===== config.mk =====
export PLATFORM = sky130hd
export DESIGN_NAME = shift_seq
export DESIGN_NICKNAME = d
export VERILOG_FILES = /design/src/rtl/shift_seq_pkg.sv /design/src/rtl/shift_seq_shift_step.sv /design/src/rtl/shift_seq.sv
export SDC_FILE = /design/constraint.sdc
export NUM_CORES = 1
export LEC_CHECK = 0
export ABC_AREA = 0
export CAP_MARGIN = 20
export CORE_ASPECT_RATIO = 0.9
export CORE_MARGIN = 2
export CORE_UTILIZATION = 30
export DETAILED_ROUTE_END_ITERATION = 6
export PLACE_DENSITY = 0.55
export RECOVER_POWER = 50
export SYNTH_ARGS = -nofsm -noshare
export SYNTH_HDL_FRONTEND = slang
export SYNTH_HIERARCHICAL = 1
export SYNTH_SLANG_ARGS = --single-unit
export TNS_END_PERCENT = 30

===== constraint.sdc =====
create_clock -name clk -period 3.7 [get_ports clk]
set_input_delay 1.11 -clock clk [delete_from_list [all_inputs] [get_ports clk]]
set_output_delay 1.11 -clock clk [all_outputs]
set_load 0.01 [all_outputs]

===== src/rtl/shift_seq_pkg.sv =====
// Shared types and constants for the iterative shift unit (shift_seq).
package shift_seq_pkg;

  localparam int XLEN_DEFAULT = 32;
  localparam int SHAMT_W      = 5;

  // Shift operation encoding as presented by the ALU issue logic.
  typedef enum logic [1:0] {
    SLL     = 2'b00,
    SRL     = 2'b01,
    SRL_ALT = 2'b10,
    SRA     = 2'b11
  } shift_op_e;

  // Sequencer states.
  typedef enum logic [1:0] {
    IDLE  = 2'b00,
    SHIFT = 2'b01,
    DONE  = 2'b10
  } state_e;

endpackage


===== src/rtl/shift_seq_shift_step.sv =====
// One iteration of the shift datapath: moves acc by k bit positions.
// SLL/SRL fill with zero, SRA replicates the accumulator's sign bit.
module shift_step
  import shift_seq_pkg::*;
#(
  parameter int XLEN = XLEN_DEFAULT,
  parameter int KW   = 3
) (
  input  logic [XLEN-1:0] acc_i,
  input  logic [KW-1:0]   k_i,
  input  shift_op_e       op_i,
  output logic [XLEN-1:0] acc_o
);

  // Select the shift flavour; SRL_ALT falls into the logical-right default.
  always_comb begin
    // NOTE: assign a default first so every path drives acc_o and no latch is inferred.
    acc_o = acc_i >> k_i;
    case (op_i)
      SLL:     acc_o = acc_i << k_i;
      SRA:     acc_o = XLEN'($signed(acc_i) >>> k_i);
      default: acc_o = acc_i >> k_i;
    endcase
  end

endmodule


===== src/rtl/shift_seq.sv =====
// Multi-cycle shift unit: shifts at most STEP bits per cycle under a
// three-state sequencer, with valid/ready handshakes on both sides.
// Optional macro SHIFT_SEQ_FLUSH_EN adds a flush input that abandons the
// operation in flight and returns to IDLE on the next edge.
module shift_seq
  import shift_seq_pkg::*;
#(
  parameter int XLEN = XLEN_DEFAULT,
  parameter int STEP = 4
) (
  input  logic               clk,
  input  logic               rst_n,
`ifdef SHIFT_SEQ_FLUSH_EN
  input  logic               flush,
`endif
  input  logic               in_valid,
  output logic               in_ready,
  input  logic [1:0]         in_op,
  input  logic [XLEN-1:0]    in_a,
  input  logic [SHAMT_W-1:0] in_shamt,
  output logic               out_valid,
  input  logic               out_ready,
  output logic [XLEN-1:0]    out_result,
  output logic               busy
);

  localparam int KW = $clog2(STEP) + 1;
  // Shift amounts wrap modulo XLEN, so only the low log2(XLEN) bits survive.
  localparam logic [SHAMT_W-1:0] SHAMT_MASK = SHAMT_W'(XLEN - 1);

  state_e               state_q;
  shift_op_e            op_q;
  logic [XLEN-1:0]      acc_q;
  logic [SHAMT_W-1:0]   remaining_q;
  logic                 out_valid_q;
  logic [XLEN-1:0]      out_result_q;

  logic                 flush_w;
  logic [SHAMT_W-1:0]   shamt_w;
  logic [KW-1:0]        step_k;
  logic [SHAMT_W-1:0]   remaining_d;
  logic [XLEN-1:0]      acc_d;

`ifdef SHIFT_SEQ_FLUSH_EN
  assign flush_w = flush;
`else
  assign flush_w = 1'b0;
`endif

  assign shamt_w     = in_shamt & SHAMT_MASK;
  // k = min(remaining, STEP); k never reaches STEP when STEP exceeds any legal remaining.
  assign step_k      = (int'(remaining_q) < STEP) ? KW'(remaining_q) : KW'(STEP);
  assign remaining_d = remaining_q - SHAMT_W'(step_k);

  shift_step #(
    .XLEN (XLEN),
    .KW   (KW)
  ) u_shift_step (
    .acc_i (acc_q),
    .k_i   (step_k),
    .op_i  (op_q),
    .acc_o (acc_d)
  );

  assign in_ready   = (state_q == IDLE);
  assign busy       = (state_q != IDLE);
  assign out_valid  = out_valid_q;
  assign out_result = out_result_q;

  // Sequencer and datapath registers; flush overrides accept and handoff.
  always_ff @(posedge clk or negedge rst_n) begin
    if (!rst_n) begin
      state_q      <= IDLE;
      op_q         <= SLL;
      acc_q        <= '0;
      remaining_q  <= '0;
      out_valid_q  <= 1'b0;
      out_result_q <= '0;
    end else if (flush_w) begin
      state_q     <= IDLE;
      remaining_q <= '0;
      out_valid_q <= 1'b0;
    end else begin
      // NOTE: non-blocking assignments so every register samples pre-edge values.
      case (state_q)
        IDLE: begin
          if (in_valid && in_ready) begin
            acc_q       <= in_a;
            op_q        <= shift_op_e'(in_op);
            remaining_q <= shamt_w;
            state_q     <= (shamt_w != '0) ? SHIFT : DONE;
          end
        end
        SHIFT: begin
          acc_q       <= acc_d;
          remaining_q <= remaining_d;
          if (remaining_d == '0) state_q <= DONE;
        end
        DONE: begin
          if (out_valid_q && out_ready) begin
            out_valid_q <= 1'b0;
            state_q     <= IDLE;
          end else begin
            out_valid_q  <= 1'b1;
            out_result_q <= acc_q;
          end
        end
        default: state_q <= IDLE;
      endcase
    end
  end

endmodule


==> results by stage <==
Detailed routing:
- Dividing the detail-routed wire length by the instance count gives 18.9 µm.
- In this run the remaining antenna-violating nets after routing total 0.
- The routed layout has 4799 vias.
- The mean number of vias per cell is 5.48.
- The final routed DRC violation total is 0.
- The number of iterations in the first detailed-routing pass is 5.
- The number of DRC markers after the initial detailed-route iteration is 429.
- The final layout contains routed wiring with a total length of 16500 µm.

Worst setup path:
- The largest driver fanout on the critical path is 30.
- Data on the critical path is required at its endpoint by 3920 ps.
- The arrival time of data at the critical path endpoint is 3410 ps.
- The critical path class is in2reg.
- The critical path goes through dlygate4sd3_1, o21ai_0, buf_4, o21ai_0.
- The critical path starts at in_valid.
- The maximum cell stage delay along the critical path is 1040 ps.
- The kind of start point of the critical path is an input pin.
- The capturing element type of the critical path is a register.
- The most numerous cell on the critical path is sky130_fd_sc_hd__o21ai_0.
- The start of the worst register-to-register path is remaining_q[2]$_DFFE_PN0P_.
- The cell at the slowest stage of the critical path is sky130_fd_sc_hd__o21ai_0.

Global routing:
- The total global routing track utilization is 15.9%.
- The first-pass GRT wire length is 27000 µm.
- For this run, global-route usage on met2 was measured as 24.1%.
- Global routing consumed, on the met3 layer, 3.22% of the routing resources.
- The total grt overflow is 0.
- The initial antenna violation count is 0.
- The maximum number of pins on one net before global-route repair is 75.
- The global-route track usage on met1 is 22.9%.
- met2 is the most crowded layer.
- The number of global-route vias before repair was 4827.

Synthesis:
- The leading area contributor after synthesis is sky130_fd_sc_hd__dfrtp_1.
- The total standard cell area after synthesis is 6080 µm².
- After synthesis, flip-flops and latches occupy 30.5% of the total area.
- The number of nets in the synthesized netlist is 612.
- Of all flip-flops after synthesis, the portion carrying an async set or reset was 100%.
- The warning count from the yosys run is 6.
- The synthesized instance count is 565.
- In the post-synthesis netlist, the biggest area contributors are sky130_fd_sc_hd__dfrtp_1 (30%), sky130_fd_sc_hd__mux2i_1 (15%), sky130_fd_sc_hd__mux4_2 (12%).
- The synthesized flop and latch total is 74.
- The most used flip-flop cell after synthesis is sky130_fd_sc_hd__dfrtp_1.
- A synthesized cell averages 10.8 µm².
- Synthesis instantiated 58 different standard cells from the library.
- The fraction of post-synthesis cell area in the top cell type by area is 30.5%.
- The synthesized design contains 0 enable-type register cells.

Timing:
- The measured slew at the worst slew-check pin is 2090 ps.
- The post-route clock period utilization is 86.4%.
- Setup violations remaining at the end of the flow were counted as 0.
- The number of failing hold endpoints at the final stage was 0.
- In this run the tightest slew margin relative to its limit is -39.6%.
- The fmax is 313 MHz.
- The final total negative setup slack is 0 ps.
- The final max-slew violation count is 36.
- The setup skew after layout is 9.87 ps.
- After layout, the minimum clock period comes to 3200 ps.
- Setup repair after global routing left no endpoint under its margin.

Power:
- Summing internal, switching and leakage power gives 0.00696 W.
- VDD sags by at most 0.356 mV.
- For this design the ratio of total power to cell area is 962 nW/µm².
- In this run the static leakage power is 3.00 nW.

Floorplan:
- The width of the chip is 154 µm.
- The number of ports placed on the die boundary is 78.
- The overall die height is 139 µm.
- After floorplanning, the core was divided into 49 placement rows.
- The die covers 21400 µm².
- The area of the core is 19900 µm².
- The initial core utilization is 30.5%.

Clock network:
- The worst-case clock buffer depth is 2.
- The clock tree from TritonCTS is built.
- TritonCTS created 9 clock buffers.
- After clock tree synthesis, the setup repair step added 0 buffers.
- The clock-pin slew on the worst setup and hold paths is 60 ps.
- For the worst-skew pair, the clock arrives at the later sink with an insertion delay of 350 ps.
- Clock tree synthesis selected as its root buffer the cell sky130_fd_sc_hd__clkbuf_16.
- Hold repair after CTS inserted 0 buffers.
- The H-tree was split into 3 levels.
- The quantity of gates resized following cts is 0.
- The clock net sink count is 74.

Cells and area:
- The area growth from synthesis to layout is 19.1%.
- The number of diodes added for antenna fixing is 0.
- Leaving out fill and tap cells, the most frequent cell in the layout is sky130_fd_sc_hd__mux2i_1.
- The finished layout holds 876 standard cells, fillers aside.
- In the layout the commonest cells are sky130_fd_sc_hd__mux2i_1 (89), sky130_fd_sc_hd__clkdlybuf4s50_1 (75), sky130_fd_sc_hd__dfrtp_1 (74).
- The post-route netlist has 20.3% of its cells at a drive strength greater than 1.
- The number of nets in the finished design is 663.

Placed design:
- The final weighted congestion in routability-driven placement is 0.865.
- Counting tap cells, the placed design contains a total of 859 instances.
- During placement, the flow inserted port buffers numbering 77.
- The HPWL after detailed placement is 11400 µm.

Flow run:
- The tool flagged a number of max-cap violations equal to 1.

Hold path:
- The startpoint of the tightest hold check path is out_result[27]$_DFFE_PN0P_.
- In this run the worst hold path is classified as reg2reg.

Run status:
- The final reports fail on capacitance limit, slew limit.
- The flow ran to the end, but the final reports show violations.
[registers in the layout, indices dropped and copies added (netlist names)]
name,cells
out_result,32
remaining_q,5
acc_q,32
out_valid,1
op_q,2
state_q,2
[synthesized netlist by cell type, drive strengths merged (5+ instances only)]
cell type and count:
o21ai 47, o22ai 6, nand2 59, mux2 65, clkbuf 17, nor2b 5, mux4 33, a21oi 9
buf 32, nand2b 6, mux2i 89, o32ai 13, nor2 44, dfrtp 74, inv 12
[critical path, delay by kind of cell]
family	cells	cell delay [ps]
AO/OA/AOI/OAI	2	1200
buffers and inverters	2	1090
[metrics by stage]
stage          hold WS (ps)  area, µm²  setup slack (ps)  utilization [%]
6_report                497       7240               504             36.3
5_1_grt                 524       7240               238             36.3
4_1_cts                 516       7260               635             36.4
3_5_place_dp            496       6960               628             34.9
3_3_place_gp            487       6960               727             34.9
2_1_floorplan           471       6080              1060                -
[worst paths after layout]
path	end	slack [ps]	cells after the start
worst max-delay path	acc_q[20]$_DFFE_PN0P_	500	4
worst min-delay path	out_result[27]$_DFFE_PN0P_	500	1
worst max register to register	acc_q[8]$_DFFE_PN0P_	630	8
worst min register to register	out_result[27]$_DFFE_PN0P_	500	1
max in group asynchronous	remaining_q[0]$_DFFE_PN0P_	1140	1
min in group asynchronous	out_result[17]$_DFFE_PN0P_	1350	1
[report_power, final]
group | switching, W | internal, W
Combinational | 0.00225 | 0.00212
Sequential | 0.000504 | 0.00117
Clock | 0.000371 | 0.000542
[cell type report]
class / count / area (µm²)
Clock buffer: 10 / 239
Clock inverter: 6 / 65.1
Fill cell: 1954 / 12700
Inverter: 12 / 47.5
Multi-Input combinational cell: 430 / 3810
Sequential cell: 74 / 1850
Tap cell: 255 / 319
Timing Repair Buffer: 89 / 905
[layer usage]
layer / routed length [µm] / share of wire, %
met1: 7820 / 47
met2: 7440 / 45
met3: 1070 / 6.5
met4: 213 / 1.3
met5: 0 / 0
[cells by family after synthesis]
group	count (synthesis)	share of synthesized area [%]
other	2	0.124
multiplexers	187	40.8
buffers and inverters	61	6.57
flip-flops	74	30.5
AO/OA/AOI/OAI	113	12.4
AND/OR/NAND/NOR	123	8.73
XOR/XNOR	1	0.144
adder cells (fa/ha/maj)	4	0.824
Note: power is estimated with default switching activity, not from simulation.
